===== src/rtl/logic_unit_pkg.sv =====
// Shared opcode definitions for the pipelined logic unit and its combinational core.
package logic_unit_pkg;

   localparam int OP_W = 3;

   // Bit 0 and bit 1 keep their legacy AluOp0/AluOp1 meaning; bit 2 selects the extended set
   typedef enum logic [OP_W-1:0] {
      OP_AND    = 3'b000,
      OP_OR     = 3'b001,
      OP_XOR    = 3'b010,
      OP_NOR    = 3'b011,
      OP_NAND   = 3'b100,
      OP_ANDN   = 3'b101,
      OP_XNOR   = 3'b110,
      OP_PASS_A = 3'b111
   } opcode_e;

endpackage


===== src/rtl/logic_unit_core.sv =====
// Combinational WIDTH-bit bitwise operation decode and compute, with a zero flag on the result.
module logic_unit_core
   import logic_unit_pkg::*;
#(
   parameter int WIDTH = 32
) (
   input  logic [WIDTH-1:0] a,
   input  logic [WIDTH-1:0] b,
   input  logic [OP_W-1:0]  op,
   output logic [WIDTH-1:0] result,
   output logic             zero
);

   // Every operation is purely bitwise, so no carries or width extension are involved
   always_comb begin
      result = '0;
      case (opcode_e'(op))
         OP_AND:    result = a & b;
         OP_OR:     result = a | b;
         OP_XOR:    result = a ^ b;
         OP_NOR:    result = ~(a | b);
         OP_NAND:   result = ~(a & b);
         OP_ANDN:   result = a & ~b;
         OP_XNOR:   result = ~(a ^ b);
         OP_PASS_A: result = a;
         default:   result = '0;
      endcase
   end

   assign zero = (result == '0);

endmodule


===== src/rtl/pipe_logic_unit.sv =====
// Two-stage pipelined logic unit with valid/ready handshakes and a completed-operation counter.
// Optional out_parity output is enabled by defining LOGIC_UNIT_PARITY_EN.
module pipe_logic_unit
   import logic_unit_pkg::*;
#(
   parameter int WIDTH = 32,
   parameter int CNT_W = 16
) (
   input  logic             clk,
   input  logic             rst,
   input  logic             in_valid,
   output logic             in_ready,
   input  logic [WIDTH-1:0] in_a,
   input  logic [WIDTH-1:0] in_b,
   input  logic [OP_W-1:0]  in_op,
   output logic             out_valid,
   input  logic             out_ready,
   output logic [WIDTH-1:0] out_result,
   output logic             out_zero,
`ifdef LOGIC_UNIT_PARITY_EN
   output logic             out_parity,
`endif
   output logic [CNT_W-1:0] op_count
);

   logic             s1Valid;
   logic [WIDTH-1:0] s1A;
   logic [WIDTH-1:0] s1B;
   logic [OP_W-1:0]  s1Op;

   logic             s2Adv;
   logic             s1Adv;
   logic             accept;
   logic             drain;
   logic [WIDTH-1:0] coreResult;
   logic             coreZero;

   // Ready depends only on pipeline state and out_ready, never on in_valid
   assign s2Adv    = !out_valid || out_ready;
   assign s1Adv    = !s1Valid || s2Adv;
   assign in_ready = s1Adv;
   assign accept   = in_valid && s1Adv;
   assign drain    = out_valid && out_ready;

   logic_unit_core #(
      .WIDTH (WIDTH)
   ) core (
      .a      (s1A),
      .b      (s1B),
      .op     (s1Op),
      .result (coreResult),
      .zero   (coreZero)
   );

   // Stage 1 captures operands; it empties when its contents move on and nothing new arrives
   always_ff @(posedge clk) begin
      if (rst) begin
         s1Valid <= 1'b0;
         s1A     <= '0;
         s1B     <= '0;
         s1Op    <= '0;
      end else if (accept) begin
         s1Valid <= 1'b1;
         s1A     <= in_a;
         s1B     <= in_b;
         s1Op    <= in_op;
      end else if (s2Adv) begin
         s1Valid <= 1'b0;
      end
   end

   // Stage 2 holds the registered result; it only changes when the consumer frees it
   always_ff @(posedge clk) begin
      if (rst) begin
         out_valid  <= 1'b0;
         out_result <= '0;
         out_zero   <= 1'b0;
`ifdef LOGIC_UNIT_PARITY_EN
         out_parity <= 1'b0;
`endif
      end else if (s2Adv) begin
         out_valid <= s1Valid;
         if (s1Valid) begin
            out_result <= coreResult;
            out_zero   <= coreZero;
`ifdef LOGIC_UNIT_PARITY_EN
            out_parity <= ^coreResult;
`endif
         end
      end
   end

   // Counts results taken downstream; wraps silently at the top of its range
   always_ff @(posedge clk) begin
      if (rst) begin
         op_count <= '0;
      end else if (drain) begin
         op_count <= op_count + 1'b1;
      end
   end

endmodule

===== config.mk =====
export PLATFORM = sky130hd
export DESIGN_NAME = pipe_logic_unit
export DESIGN_NICKNAME = d
export VERILOG_FILES = /design/src/rtl/logic_unit_pkg.sv /design/src/rtl/logic_unit_core.sv /design/src/rtl/pipe_logic_unit.sv
export SDC_FILE = /design/constraint.sdc
export NUM_CORES = 1
export LEC_CHECK = 0
export ABC_AREA = 1
export BUFFER_PORTS_ARGS = -buffer_cell sky130_fd_sc_hd__clkbuf_2
export CORE_AREA = 3 3 147 206
export DETAILED_ROUTE_END_ITERATION = 8
export DIE_AREA = 0 0 150 209
export GPL_TIMING_DRIVEN = 1
export PLACE_DENSITY = 0.55
export SYNTH_ARGS = -nofsm -noshare
export SYNTH_HDL_FRONTEND = slang
export SYNTH_SLANG_ARGS = --single-unit
export TNS_END_PERCENT = 10

===== constraint.sdc =====
create_clock -name clk -period 1.5 [get_ports clk]
set_input_delay 0 -clock clk [delete_from_list [all_inputs] [get_ports clk]]
set_output_delay 0 -clock clk [all_outputs]
set_load 0.005 [all_outputs]

==> metrics, run 1 <==
outcome=finished with violations; violated checks=negative setup slack; Synth async-reset ratio=0; WP data arrival=2.23 ns; # DRC=0; GR Overflow Total=0; Die ar.=0.03135 mm2; DR vias/cell=4.600; Syn Nets=1339; power share of the clock group=0.396; M1 GR Usage=0.1832; setup TNS=-4.139 ns; commonest cells in the netlist=nand2_1 (165), nor2_1 (156), inv_1 (148); Primary FF master, synth=dfxtp_1; CP max FO=8; area leader, netlist=dfxtp_1; Slew Viols, Final=0; ANT cells=0; Avg Cell Area, Syn=6.828 um2; logic depth of the worst setup path including buffers=14; CP Capture Type=register; Sw Ratio=0.2982; f_max=535.6 MHz; post-synthesis cell count=1171; worst r2r path cells=14; Period Utilization, post-route=1.245; RSZ-0062 raised after global routing=yes; max_cap viols=0; CP max stage delay=0.42 ns; Yosys Warn Count=0; Setup CP Type=reg2reg; Chip Height=209 um; CTS tree=built; Netlist cell types=32; dpl hpwl=20030 um; Worst setup SP type=register; Worst-Margin Slew=0.4040 ns; WHS=0.0002177 ns; min Tclk post-route=1.867 ns; chip width=150 um; Hold Path Class=in2reg; worst r2r dst=out_zero$_SDFFE_PP0P_; # IOs=122; htree depth=4; CTS Buf Count=17; Reg power frac=0.316; DRT Wirelength=27500 um; RePlAce Congestion=0.8243; Most Used Layer, Global Route=met2; Clock Sinks=118; number of global-route vias before repair=8838; CORE AREA=0.02850 mm2; global-route wire length before repair=43010 um; # port buffers=121; clk slew on worst S/H paths=0.06 ns; gr usage total=0.1712; Rows=73; Pwr Density=856.2 mW/mm2; DR iter-0 viols=329; GR met3 Demand/Resource=0.03167; post-route ant nets=0; Worst path slowest cell=dfxtp_4; setup ws final=-0.3670 ns; Seq cells post-synth=118; Post-synth EDFFs=0; crit path launch=s1Op[0]$_SDFFE_PP0P_; initial antenna violation count=0; final hold violations=0; Crit path top cell by count=nand2_1; worst rel slew slack=0.7307; DRT Pass-1 Iters=5; sequential area share after synthesis=0.2955; Avg WL per Cell=13.93 um; vias=9081; fin util=0.4496; largest net degree at the start of global routing=53; layout cell share with drive strength beyond 1=0.3415; Clock Latency Late Sink=0.44 ns; NetSw=3.271 mW; Top delay family on crit path=simple AND/OR/NAND/NOR gates; Leakage=6.377 nW; combinational power share=0.288; Initial Util=0.2806; mapped cell area=0.007995 mm2; synth-to-layout area growth=60.25%; Req. time, crit path=1.87 ns; GR Util met2=0.3211; clock skew=0.01249 ns; count leader, synth=nand2_1; Final nets=1754; Yosys top cell area share=0.2955; Worst Path Buf+Inv=3; reg-to-reg critical path startpoint=s1Op[0]$_SDFFE_PP0P_; peak supply drop=0.8274 mV; final setup fails=32; Pint=7.699 mW; maximum clock path buffer count=2; critical path capture point=out_zero$_SDFFE_PP0P_; clock root cell=clkbuf_16; synth top area cells=dfxtp_1 (30%), ha_1 (15%), o21ai_0 (8.3%), nand2_1 (7.7%), nor2_1 (7.3%); CP Cell Sequence=inv_8, buf_4, buf_4, nand4_1, nand2_1, nor2_1, nand2_1, nand2_1, nand2_2, nor2_2, nand2_2, nor2_2, nand3_1, a21oi_1; R2R Setup Slk=-0.37 ns
## power groups by stage
stage / Clock, mW / Sequential [mW] / Combinational, mW
global route: 4.57 / 3.49 / 3.49
detailed placement: 0 / 3.53 / 2.73
CTS: 4.46 / 3.46 / 2.93
global placement: 0 / 3.52 / 2.71
finish: 4.35 / 3.46 / 3.16
floorplan: 0 / 3.53 / 1.33
## logic make-up after synthesis
kind of cell | share of synthesized area
multiplexers | 0.001252
AND/OR/NAND/NOR | 0.2682
buffers and inverters | 0.1194
adder cells (fa/ha/maj) | 0.1518
XOR/XNOR | 0.003287
flip-flops | 0.2955
AO/OA/AOI/OAI | 0.1606
## cells in the final DEF (no fill, tap or decap), types with 6 or more instances in the layout
master         count
nand3_2           11
o21ai_1           19
buf_4            246
inv_2              6
o21ai_0          116
dfxtp_2            7
nor2_1           133
dlygate4sd3_1     64
buf_12            16
ha_1              95
nand3_1           54
nand2_1          141
inv_1            145
clkbuf_16         20
nor3_2             7
dfxtp_1          106
nor2_2            16
o211ai_1           8
clkbuf_2         121
o22ai_1            8
nand4_1           56
buf_6             19
a21oi_1           87
nor2_4             8
nand2_2           21
nand3b_1           7
## metrics by stage
step	power, mW	setup slack (ns)	area, um2	cells
2_1_floorplan	4.855	-0.06044	8044	1171
3_3_place_gp	6.229	-0.4024	10840	1852
3_5_place_dp	6.257	-0.4753	10840	1852
4_1_cts	10.85	-0.3271	12260	1952
5_1_grt	11.55	-0.4568	12810	1974
6_report	10.97	-0.3670	12810	1974
## layer usage
| layer | vias to the layer above | routed length (um) |
|---|---|---|
| met5 | - | 0 |
| met4 | 0 | 885 |
| met3 | 52 | 1079 |
| met2 | 184 | 14880 |
| met1 | 4175 | 10660 |
| li1 | 4670 | - |
## worst min-delay path by stage
stage                    from                       end  cells past startpoint
floorplan           out_ready                  in_ready                      2
global placement     in_b[15]      s1B[15]$_SDFFE_PP0P_                      3
detailed placement    in_a[0]       s1A[0]$_SDFFE_PP0P_                      3
CTS                  in_a[18]      s1A[18]$_SDFFE_PP0P_                      4
global route              rst  op_count[0]$_SDFFE_PP0P_                      3
finish               in_op[0]      s1Op[0]$_SDFFE_PP0P_                      3
## worst min-delay path, delay by kind of cell
family,cells,cell delay (ns)
compound gates,2,0.31
buf+inv,1,0.07
## final cells by class
| class | count | area, um2 |
|---|---|---|
| clock buffer | 21 | 480.5 |
| clock inverter | 11 | 146.4 |
| fill | 2932 | 15690 |
| inverter | 155 | 601.8 |
| multi-input combinational | 824 | 5007 |
| sequential | 118 | 2390 |
| tap | 375 | 469.2 |
| timing repair buffer | 470 | 3717 |
## state kept, by name (all words and copies together) (netlist names)
name / flops
s1B: 32
s1Valid: 1
out_zero: 1
op_count: 16
out_result: 32
out_valid: 1
s1Op: 3
s1A: 32
## timing repair
item / CTS / global route
gates resized for setup: 40 / 103
cloned: 0 / 4
hold buffers: 64 / 0
pin swaps: 9 / 59
buffers inserted: 4 / 18
setup endpoints to repair: 41 / 44
hold endpoints to repair: 67 / 0
No activity file was read; power rests on OpenSTA's default activity.
==> inputs of run 2 (changes only) <==
- CORE_AREA: 3 3 147 206 -> 2 2 146 205
- DIE_AREA: 0 0 150 209 -> 0 0 148 207
==> run 2 against run 1 <==
The flow still finishes with violations (negative setup slack); power grew 0.48%; sequential share of layout area grew 0.19 points; first-iteration DRC count grew 36%; utilization shrank 1.3 points; register-to-register slack lost 0.03 ns; clock-buffer cell count is the same; combinational power shrank 3%; wire length shrank 0.59%; non-clock buffer count grew 5; largest cell class unchanged; final area shrank 1.5%.
==> metrics, run 2 (same netlist as run 1, synthesis figures left out) <==
dpl cells=1868 (+0.86%); Setup CP Type=reg2reg; CORE AREA=0.02889 mm2 (+1.4%); largest net degree at the start of global routing=55 (+3.8%); CP max FO=6 (-2); # IOs=122 (unchanged); DR iter-0 viols=448 (+36%); # DRC=0 (unchanged); Hold Path Class=in2reg; Req. time, crit path=1.86 ns (about the same); clk slew on worst S/H paths=0.06 ns (about the same); peak supply drop=0.7482 mV (-9.6%); Post-DP Area=0.01090 mm2 (+0.59%); CTS Buf Count=17 (unchanged); Top delay family on crit path=simple AND/OR/NAND/NOR gates; f_max=525.8 MHz (-1.8%); Clock Sinks=118 (unchanged); Worst-Margin Slew=0.3894 ns (-0.01459 ns); Avg WL per Cell=13.77 um (-1.1%); ANT cells=0 (unchanged); logic depth of the worst setup path including buffers=14 (unchanged); initial antenna violation count=0 (unchanged); Worst path slowest cell=dfxtp_4; number of global-route vias before repair=8734 (-1.2%); NetSw=3.250 mW (-0.63%); worst rel slew slack=0.7377 (+0.006981); Slew Viols, Final=0 (unchanged); Clock Latency Late Sink=0.43 ns (about the same); Pint=7.772 mW (+0.95%); violated checks=negative setup slack; Rows=74 (+1.4%); chip width=148 um (-1.3%); CTS tree=built; Reg power frac=0.314 (-0.002); clock skew=0.01171 ns (-0.0007835 ns); WHS=0.02643 ns (+0.02621 ns); htree depth=4 (unchanged); GR Overflow Total=0 (unchanged); Worst setup SP type=register; RePlAce Congestion=0.8692 (+5.4%); Die ar.=0.03064 mm2 (-2.3%); R2R Setup Slk=-0.40 ns (-0.03 ns); WP data arrival=2.27 ns (+0.04 ns); Leakage=6.359 nW (-0.29%); global-route wire length before repair=42950 um (-0.13%); power share of the clock group=0.409 (+0.013); CP Cell Sequence=buf_4, nor2_4, nand2_4, clkinvlp_4, nand2_1, nand2_1, nor2_1, nand3_1, nor2_1, nand2_1, nor2_2, buf_4, nand3_1, a21oi_1; DRT Pass-1 Iters=5 (unchanged); vias=9020 (-0.67%); Period Utilization, post-route=1.268 (+0.02329); final setup fails=33 (+3.1%); layout cell share with drive strength beyond 1=0.3153 (-0.02620); max_cap viols=0 (unchanged); Chip Height=207 um (-0.96%); Final Cell Area=0.01262 mm2 (-1.5%); hold depth=4 (+1); Sw Ratio=0.2949 (-0.003279); DR vias/cell=4.544 (-1.2%); setup TNS=-5.845 ns (-1.706 ns); worst r2r path cells=14 (unchanged); Design Power=11.02 mW (+0.48%); commonest non-fill, non-tap cell in the layout=buf_4; DRT Wirelength=27340 um (-0.59%); Worst Path Buf+Inv=3 (unchanged); setup ws final=-0.4020 ns (-0.03493 ns); clock root cell=clkbuf_16; Final nets=1760 (+0.34%); gr usage total=0.1750 (+0.003868); outcome=finished with violations; CP Capture Type=register; min Tclk post-route=1.902 ns (+0.03493 ns); CP max stage delay=0.39 ns (-0.03 ns); # port buffers=121 (unchanged); Non-Filler Instances=1985 (+0.56%); Pwr Density=873.7 mW/mm2 (+2.0%); RSZ-0062 raised after global routing=yes; dpl hpwl=19880 um (-0.74%); Initial Util=0.2768 (-0.003791); final hold violations=0 (unchanged); Fill cells=3023 (+3.1%); combinational power share=0.277 (-0.011); Largest regs=out_result (32), s1A (32), s1B (32); synth-to-layout area growth=57.79%; commonest cells after routing, fill and taps aside=buf_4 (263), nand2_1 (154), inv_1 (146); post-route ant nets=0 (unchanged); Crit path top cell by count=nand2_1; maximum clock path buffer count=2 (unchanged)
-- run 2: through the flow --
step / setup slack [ns] / util
finish: -0.4020 / 0.4367
global route: -0.5170 / 0.4367
CTS: -0.3316 / 0.4306
detailed placement: -0.4801 / 0.3775
global placement: -0.4332 / 0.3775
floorplan: -0.06044 / -
-- run 2: timing repair --
action / CTS / global route
gates resized for setup: 43 / 30
cloned: 1 / 2
hold buffers: 66 / 0
pin swaps: 13 / 13
setup endpoints to repair: 41 / 43
endpoints found under the hold margin: 66 / 0
setup buffers: 11 / 5
-- run 2: tightest hold or removal path, delay by kind of cell --
kind / cells / cell delay (ns)
AO/OA/AOI/OAI: 2 / 0.19
buffers and inverters: 2 / 0.23
-- run 2: layout make-up --
| type | count | area (um2) | share of cell area |
|---|---|---|---|
| multi-input cells | 824 | 4862 | 0.3854 |
| repair buffers | 475 | 3656 | 0.2898 |
| flip-flops and latches | 118 | 2377 | 0.1884 |
| inverters | 155 | 596.8 | 0.04731 |
| well taps | 380 | 475.5 | 0.03769 |
| clock buffers | 21 | 470.5 | 0.03729 |
| clock inverters | 11 | 170.2 | 0.01349 |
| repair inverters | 1 | 7.507 | 0.0005951 |
-- run 2: path summary, 6_finish.rpt --
kind | start | end
hold / removal | in_b[30] | s1B[30]$_SDFFE_PP0P_
setup / recovery | s1Op[1]$_SDFFE_PP0P_ | out_zero$_SDFFE_PP0P_
hold reg to reg | op_count[15]$_SDFFE_PP0P_ | op_count[15]$_SDFFE_PP0P_
setup reg to reg | s1Op[1]$_SDFFE_PP0P_ | out_zero$_SDFFE_PP0P_
-- run 2: power groups by stage --
| stage | clock network, mW | logic, mW | registers [mW] |
|---|---|---|---|
| floorplan | 0 | 1.33 | 3.53 |
| finish | 4.50 | 3.06 | 3.46 |
| global route | 4.73 | 3.37 | 3.48 |
| global placement | 0 | 2.72 | 3.53 |
| detailed placement | 0 | 2.74 | 3.53 |
| CTS | 4.62 | 2.99 | 3.46 |
-- run 2: per-layer routing --
metal / wire (um) / GRT usage / share of wire
met5: 0 / 0 / 0
met4: 1051 / 0.08670 / 0.038
met3: 869 / 0.02687 / 0.032
met2: 14450 / 0.3258 / 0.53
met1: 10970 / 0.1893 / 0.40
